**config.mk**
```make
export PLATFORM = sky130hd
export DESIGN_NAME = serializer
export DESIGN_NICKNAME = d
export VERILOG_FILES = /design/src/rtl/serializer_pkg.sv /design/src/rtl/ser_shift_reg.sv /design/src/rtl/serializer.sv
export SDC_FILE = /design/constraint.sdc
export NUM_CORES = 1
export LEC_CHECK = 0
export BUFFER_PORTS_ARGS = -buffer_cell sky130_fd_sc_hd__buf_2
export CAP_MARGIN = 20
export CORE_ASPECT_RATIO = 0.9
export CORE_MARGIN = 4
export CORE_UTILIZATION = 45
export DETAILED_ROUTE_END_ITERATION = 16
export PLACE_DENSITY = 0.67
export RECOVER_POWER = 100
export SYNTH_ARGS = -nofsm -noshare
export SYNTH_HDL_FRONTEND = slang
export SYNTH_HIERARCHICAL = 1
export SYNTH_SLANG_ARGS = --single-unit
```
**constraint.sdc**
```tcl
create_clock -name clock -period 2 [get_ports clock]
set_input_delay 0 -clock clock [delete_from_list [all_inputs] [get_ports clock]]
set_output_delay 0 -clock clock [all_outputs]
set_load 0.01 [all_outputs]
```
**src/rtl/serializer_pkg.sv**
```systemverilog
// Shared types and constants for the serializer slice.
package serializer_pkg;

  // Word width shared with the deserializer on the other side of the link.
  localparam int WORD_W = 8;

  typedef enum logic [0:0] {
    IDLE,
    SHIFT
  } ser_state_t;

endpackage

```
**src/rtl/ser_shift_reg.sv**
```systemverilog
// Shift register with bit counter: parallel load, conditional one-bit advance,
// and a flag marking that the bit currently presented is the last of the word.
module ser_shift_reg
  import serializer_pkg::*;
#(
  parameter int WIDTH     = WORD_W,
  parameter bit MSB_FIRST = 1'b1
) (
  input  logic             clock,
  input  logic             reset,
  input  logic             load,
  input  logic [WIDTH-1:0] load_data,
  input  logic             shift_en,
  output logic             bit_out,
  output logic             last
);

  localparam int CW = (WIDTH > 1) ? $clog2(WIDTH) : 1;
  localparam logic [CW-1:0] LAST_CNT = CW'(WIDTH - 1);

  logic [WIDTH-1:0] shift;
  logic [CW-1:0]    count;

  // A load wins over a shift so the next word can follow the last bit with no gap
  always_ff @(posedge clock) begin
    if (!reset) begin
      shift <= '0;
      count <= '0;
    end else if (load) begin
      shift <= load_data;
      count <= '0;
    end else if (shift_en) begin
      if (MSB_FIRST) begin
        shift <= {shift[WIDTH-2:0], 1'b0};
      end else begin
        shift <= {1'b0, shift[WIDTH-1:1]};
      end
      count <= count + 1'b1;
    end
  end

  assign bit_out = MSB_FIRST ? shift[WIDTH-1] : shift[0];
  assign last    = (count == LAST_CNT);

endmodule

```
**src/rtl/serializer.sv**
```systemverilog
// Parallel-to-serial transmitter feeding the deserializer one bit per cycle,
// with a single holding register so words can stream back to back.
module serializer
  import serializer_pkg::*;
#(
  parameter int WIDTH     = WORD_W,
  parameter bit MSB_FIRST = 1'b1
) (
  input  logic             clock,
  input  logic             reset,
  input  logic [WIDTH-1:0] data_in,
  input  logic             write_in,
  output logic             status_out,
  output logic             bit_out,
  output logic             bit_write_out,
  input  logic             ds_busy_in,
  output logic             word_done,
  output logic             drop_err
);

  ser_state_t       state;
  logic [WIDTH-1:0] hold;
  logic             hold_valid;
  logic             shift_bit;
  logic             last;
  logic             load;
  logic             accept;
  logic             last_xfer;

  assign status_out    = hold_valid;
  assign accept        = write_in && !hold_valid;
  assign bit_write_out = (state == SHIFT) && !ds_busy_in;
  assign bit_out       = (state == SHIFT) && shift_bit;
  assign last_xfer     = bit_write_out && last;
  assign load          = hold_valid && ((state == IDLE) || last_xfer);

  ser_shift_reg #(
    .WIDTH     (WIDTH),
    .MSB_FIRST (MSB_FIRST)
  ) u_shift (
    .clock     (clock),
    .reset     (reset),
    .load      (load),
    .load_data (hold),
    .shift_en  (bit_write_out),
    .bit_out   (shift_bit),
    .last      (last)
  );

  // Holding register, transmit FSM and the done/drop flags
  always_ff @(posedge clock) begin
    if (!reset) begin
      state      <= IDLE;
      hold       <= '0;
      hold_valid <= 1'b0;
      word_done  <= 1'b0;
      drop_err   <= 1'b0;
    end else begin
      if (accept) begin
        hold       <= data_in;
        hold_valid <= 1'b1;
      end else if (load) begin
        hold_valid <= 1'b0;
      end

      if (write_in && hold_valid) begin
        drop_err <= 1'b1;
      end

      word_done <= last_xfer;

      case (state)
        IDLE: begin
          if (hold_valid) begin
            state <= SHIFT;
          end
        end
        SHIFT: begin
          if (last_xfer && !hold_valid) begin
            state <= IDLE;
          end
        end
        default: state <= IDLE;
      endcase
    end
  end

endmodule

```
# Word level (Yosys, flattened, before mapping)

Index checks and enable logic that the tools add are counted.

Add/subtract/negate cells: 1
Eq/ne operators: 1
Bitwise gates (word level): 2
Mux-type cells: 7
Reductions and logical operators: 13

Operators with widths:

| operator              | number |
|---|---|
| $mux W8               | 2 |
| $logic_and A1 B1 Y1   | 7 |
| $mux W1               | 4 |
| $reduce_bool A2 Y1    | 2 |
| $add A3 B1 Y3 const B | 1 |
| $eq A3 B3 Y1 const B  | 1 |
| $logic_not A1 Y1      | 2 |
| $not A1 Y1            | 2 |
| $pmux W1 S2           | 1 |
| $reduce_or A2 Y1      | 1 |
| $logic_or A1 B1 Y1    | 1 |

Bits of input ports: 12
Bits in registers: 23
Logic and storage cells: 31

# Logic depth before layout (Yosys ltp)

Depth after elaboration: 7
Gate-level depth with buffers: 8
Mapped depth without buffers: 7

# Modules after synthesis

The synthesis kept the hierarchy.

By module, submodules not included:

| module        | cells each | times used | area an instance (µm²) |
|---|---|---|---|
| ser_shift_reg | 47         | 1          | 525.5 |
| serializer    | 54         | 1          | 488.0 |

# Least setup slack after synthesis

No wires, ideal clock.

Path type: reg2reg
Start: register u_shift.count[0]
End: register u_shift.count[0]
Setup time: 0.115 ns
Required time: 1.885 ns
Clock period less this slack: 1.599 ns
Path slack: 0.401 ns
Cell stages (with the launch flop): 9
Data arrival time: 1.484 ns
Cell sequence: dfxtp_1 -> ha_1 -> ha_1 -> inv_1 -> o21ai_0 -> and2_1 -> buf_2 -> nand2b_1 -> nor2_1

Cells in the longest elaborated chain, start to end: 5
Elaborated cells on any way between the ends: 6
Classes of those cells: add/sub: 1; eq/ne: 1; reduce/logical: 4

RTL lines:

| element                           | RTL line            | source |
|---|---|---|
| start: declaration                | ser_shift_reg.sv:22 | `logic [CW-1:0] count;` |
| start signal: assignment          | ser_shift_reg.sv:38 | `count <= count + 1'b1;` |
| $eq A3 B3 Y1                      | ser_shift_reg.sv:43 | `assign last = (count == LAST_CNT);` |
| net last                          | serializer.sv:25    | `logic last;` |
| $logic_and A1 B1 Y1               | serializer.sv:34    | `assign last_xfer = bit_write_out && last;` |
| $logic_or A1 B1 Y1                | serializer.sv:35    | `assign load = hold_valid && ((state == IDLE) \|\| last_xfer);` |
| $logic_and A1 B1 Y1               | serializer.sv:35    |  |
| net load                          | serializer.sv:26    | `logic load;` |
| $reduce_or A2 Y1 (no source line) | --                  |  |

The timed path passes the listed nets, and every way through them passes these cells.
A chain may end at the register's enable or synchronous reset.

# Final worst setup path

Start: register u_shift.count[0]
End: register u_shift.shift[0]

Cells in the longest elaborated chain, start to end: 5
Elaborated cells on any way between the ends: 6
Classes of those cells: eq/ne: 1; mux: 1; reduce/logical: 4

RTL lines:

| element                                       | RTL line            | source |
|---|---|---|
| $eq A3 B3 Y1 (*)                              | ser_shift_reg.sv:43 |  |
| net last                                      | serializer.sv:25    |  |
| $logic_and A1 B1 Y1 (*)                       | serializer.sv:34    |  |
| $logic_or A1 B1 Y1 (*)                        | serializer.sv:35    |  |
| $logic_and A1 B1 Y1 (*)                       | serializer.sv:35    |  |
| net load                                      | serializer.sv:26    |  |
| $mux W8 or $reduce_bool A2 Y1 (tied branches) | --                  |  |
| end signal: assignment                        | ser_shift_reg.sv:30 | `shift <= load_data;` |
| end signal: assignment                        | ser_shift_reg.sv:34 | `shift <= {shift[WIDTH-2:0], 1'b0};` |
| end signal: assignment                        | ser_shift_reg.sv:36 | `shift <= {1'b0, shift[WIDTH-1:1]};` |
| end: declaration                              | ser_shift_reg.sv:21 | `logic [WIDTH-1:0] shift;` |

Mark *: on every way through the listed nets, which the timed path passes. The rest lies on a longest branch.

==> metrics <==
Ys Warns=6; share of cells above drive strength 1=0.200; upper clock frequency limit=about 570 MHz; final hold vios=0; Final Wtd Congestion=0.677; Reg-to-Reg End=u_shift/shift[0]; Slew HR=0.577; clk_lat worst skew=~0.3 ns; RSZ-0062 raised after global routing=false; top-level I/O count=17; post-route minimum period=~1.8 ns; Final setup viols=0; Final Max Tran Viols=0; DR vias/cell=between 4 and 5; worst reg2reg path depth=7; H-tree Lvls=1; Die Wd=58.0 um; core area=around 2200 sq um; ANT cells=0; pwr/cell area=692 nW/um^2; Root Driver=clkbuf_4; critical path startpoint=u_shift/count[0]; initial antenna violation count=0; Total GRT Usage=0.128; TNS Setup=0 ns; Mapped Avg Cell Area=10.0 sq um; clock skew=0.00289 ns; CP endpoint=u_shift/shift[0]; Detailed Route WL=1.72 mm; reg2reg start=u_shift/count[0]; DRC violations left=0; global-route wire length before repair=between 3 and 4 mm; Seq cells post-synth=23; Seq/Total Area, Yosys=0.454; GRT overflow=0; CP Data Arrival Time=slightly below 2 ns; Nets=140; FP Rows=16; post-layout util=0.547; first drt pass iteration count=4; Yosys cell types=23; vias in the first global route=721; setup bufs post-CTS=0; largest cells by area after synthesis=dfxtp_1, a21boi_2, mux2_2; clk buf depth=2; Fillers=between 200 and 250; Max IR drop VDD=433 uV; Period Utilization, post-route=0.879; area share of the largest cell type after synthesis=0.454; CP startpoint kind=flop; drt initial violations=8; Tightest Hold Check Type=in -> reg; required time of the critical path=approximately 2.2 ns; crit-path max FO=17; Lkg Pwr=0.548 nW; Critical Path End Type=flop; antenna-violating nets left=0; CTS tree=done; IO Port Bufs=16; status=complete, no violations; slew of the pin with the lowest slew margin=0.635 ns; Vias=726; CTS buffer count=3; CTS sink count=23; total of max-cap violations=0; flop2flop setup slack=around 0.24 ns; Die Area=roughly 3000 sq um; initial core utilization=0.469; Avg WL per Cell=11.3 um; mapped cell area=a little over 1000 sq um; critical path class=reg -> reg; area growth from synthesis to layout=16.8%; post-synth top area cell=dfxtp_1; DIE HEIGHT=53.0 um; Synth Net Count=roughly 120; Synth Instances=approximately 100; pin count of the biggest net entering global routing=23; clk slew on worst S/H paths=around 0.12 ns
## power breakdown
group | leakage (nW) | switching [mW] | internal, mW
logic | 0.345 | 0.0532 | 0.0633
clock network | 0.0150 | 0.125 | 0.0776
registers | 0.188 | 0.0144 | 0.486
total | 0.548 | 0.193 | 0.626
## synth_stat cells
cell      count
mux2_2        7
o211a_1       7
buf_4         1
buf_6         1
dfxtp_1      23
mux2i_1       2
nand2_1      19
clkbuf_1      1
buf_2         3
nor2b_1       3
nor2_1        3
a21oi_1       1
and2_1        2
a21boi_1      1
a21boi_2      8
o21ai_0       2
a21boi_0      1
nand2b_1      9
and3_1        1
xnor2_1       1
ha_1          2
or3b_1        1
inv_1         2
## layout by cell type, fill, tap and decap left out, types with 2 or more instances in the layout
cell,Yosys,final
nand2b_1,9,9
inv_1,2,2
nand2_1,19,19
clkbuf_4,0,3
a21boi_0,1,7
mux2_2,7,7
a21boi_2,8,2
nor2_1,3,3
nor2b_1,3,3
dlygate4sd3_1,0,9
ha_1,2,2
o21ai_0,2,2
mux2i_1,2,2
buf_2,3,12
dfxtp_1,23,23
o211a_1,7,7
clkbuf_1,1,6
## layer usage
metal	track usage	routed length, um	vias up
met5	0	0	-
met4	0.0579	12	0
met3	0.0244	50	2
met2	0.220	814	12
met1	0.156	846	325
li1	-	-	387
## registers in the layout, indices dropped and copies added (netlist names)
signal and cells:
status_out 1, drop_err 1, u_shift/shift 8, u_shift/count 3, word_done 1, state 1
hold 8
## critical path: stages, from the launching register on
cell      delay, ns
dfxtp_1        0.34
ha_1           0.20
ha_1           0.18
inv_1          0.05
o21ai_0        0.10
and2_2         0.32
or3b_1         0.37
a21boi_1       0.14
## timing repair
| item | in CTS | in global routing |
|---|---|---|
| hold buffers | 9 | 0 |
| setup endpoints to repair | 0 | 11 |
| endpoints found under the hold margin | 9 | 0 |
| gates resized for setup | 0 | 1 |
## worst min path at each step
| stage | start | end | slack [ns] | depth (start not counted) |
|---|---|---|---|---|
| 3_3_place_gp | data_in[4] | hold[4] | 0.25 | 3 |
| 3_5_place_dp | data_in[1] | hold[1] | 0.25 | 3 |
| 5_1_grt | reset | u_shift/shift[2] | 0.11 | 2 |
| 6_report | reset | u_shift/shift[5] | 0.1 | 2 |
| 2_1_floorplan | ds_busy_in | bit_write_out | 0.07 | 1 |
| 4_1_cts | reset | u_shift/shift[4] | 0.09 | 2 |
## cells by family (layout without fill, tap and decap cells)
| kind of cell | after synthesis | in the layout | synth area share |
|---|---|---|---|
| buf+inv | 8 | 32 | 0.0444 |
| fa+ha+maj | 2 | 2 | 0.0247 |
| flops | 23 | 23 | 0.454 |
| mux | 9 | 9 | 0.0975 |
| xor+xnor | 1 | 1 | 0.00864 |
| simple gates | 38 | 38 | 0.183 |
| compound gates | 20 | 20 | 0.188 |
## stage by stage
step / setup slack [ns] / instances / power [mW] / hold WS [ns] / cell area [sq um]
finish: 0.242 / 152 / 0.819 / 0.0985 / 1180
global route: 0.0868 / 152 / 0.865 / 0.113 / 1180
CTS: 0.143 / 152 / 0.840 / 0.0863 / 1210
detailed placement: 0.174 / 139 / 0.621 / 0.254 / 1100
global placement: 0.243 / 139 / 0.619 / 0.249 / 1100
floorplan: 0.401 / 101 / 0.595 / 0.0748 / 1010
## layout make-up
type | count | area, sq um | area share
inverter | 2 | 7.51 | 0.00634
multi-input combinational | 70 | 487 | 0.411
timing repair buffer | 26 | 169 | 0.143
sequential | 23 | 460 | 0.389
clock buffer | 4 | 26.3 | 0.0222
tap | 27 | 33.8 | 0.0285
(Power assumes the default switching activity.)
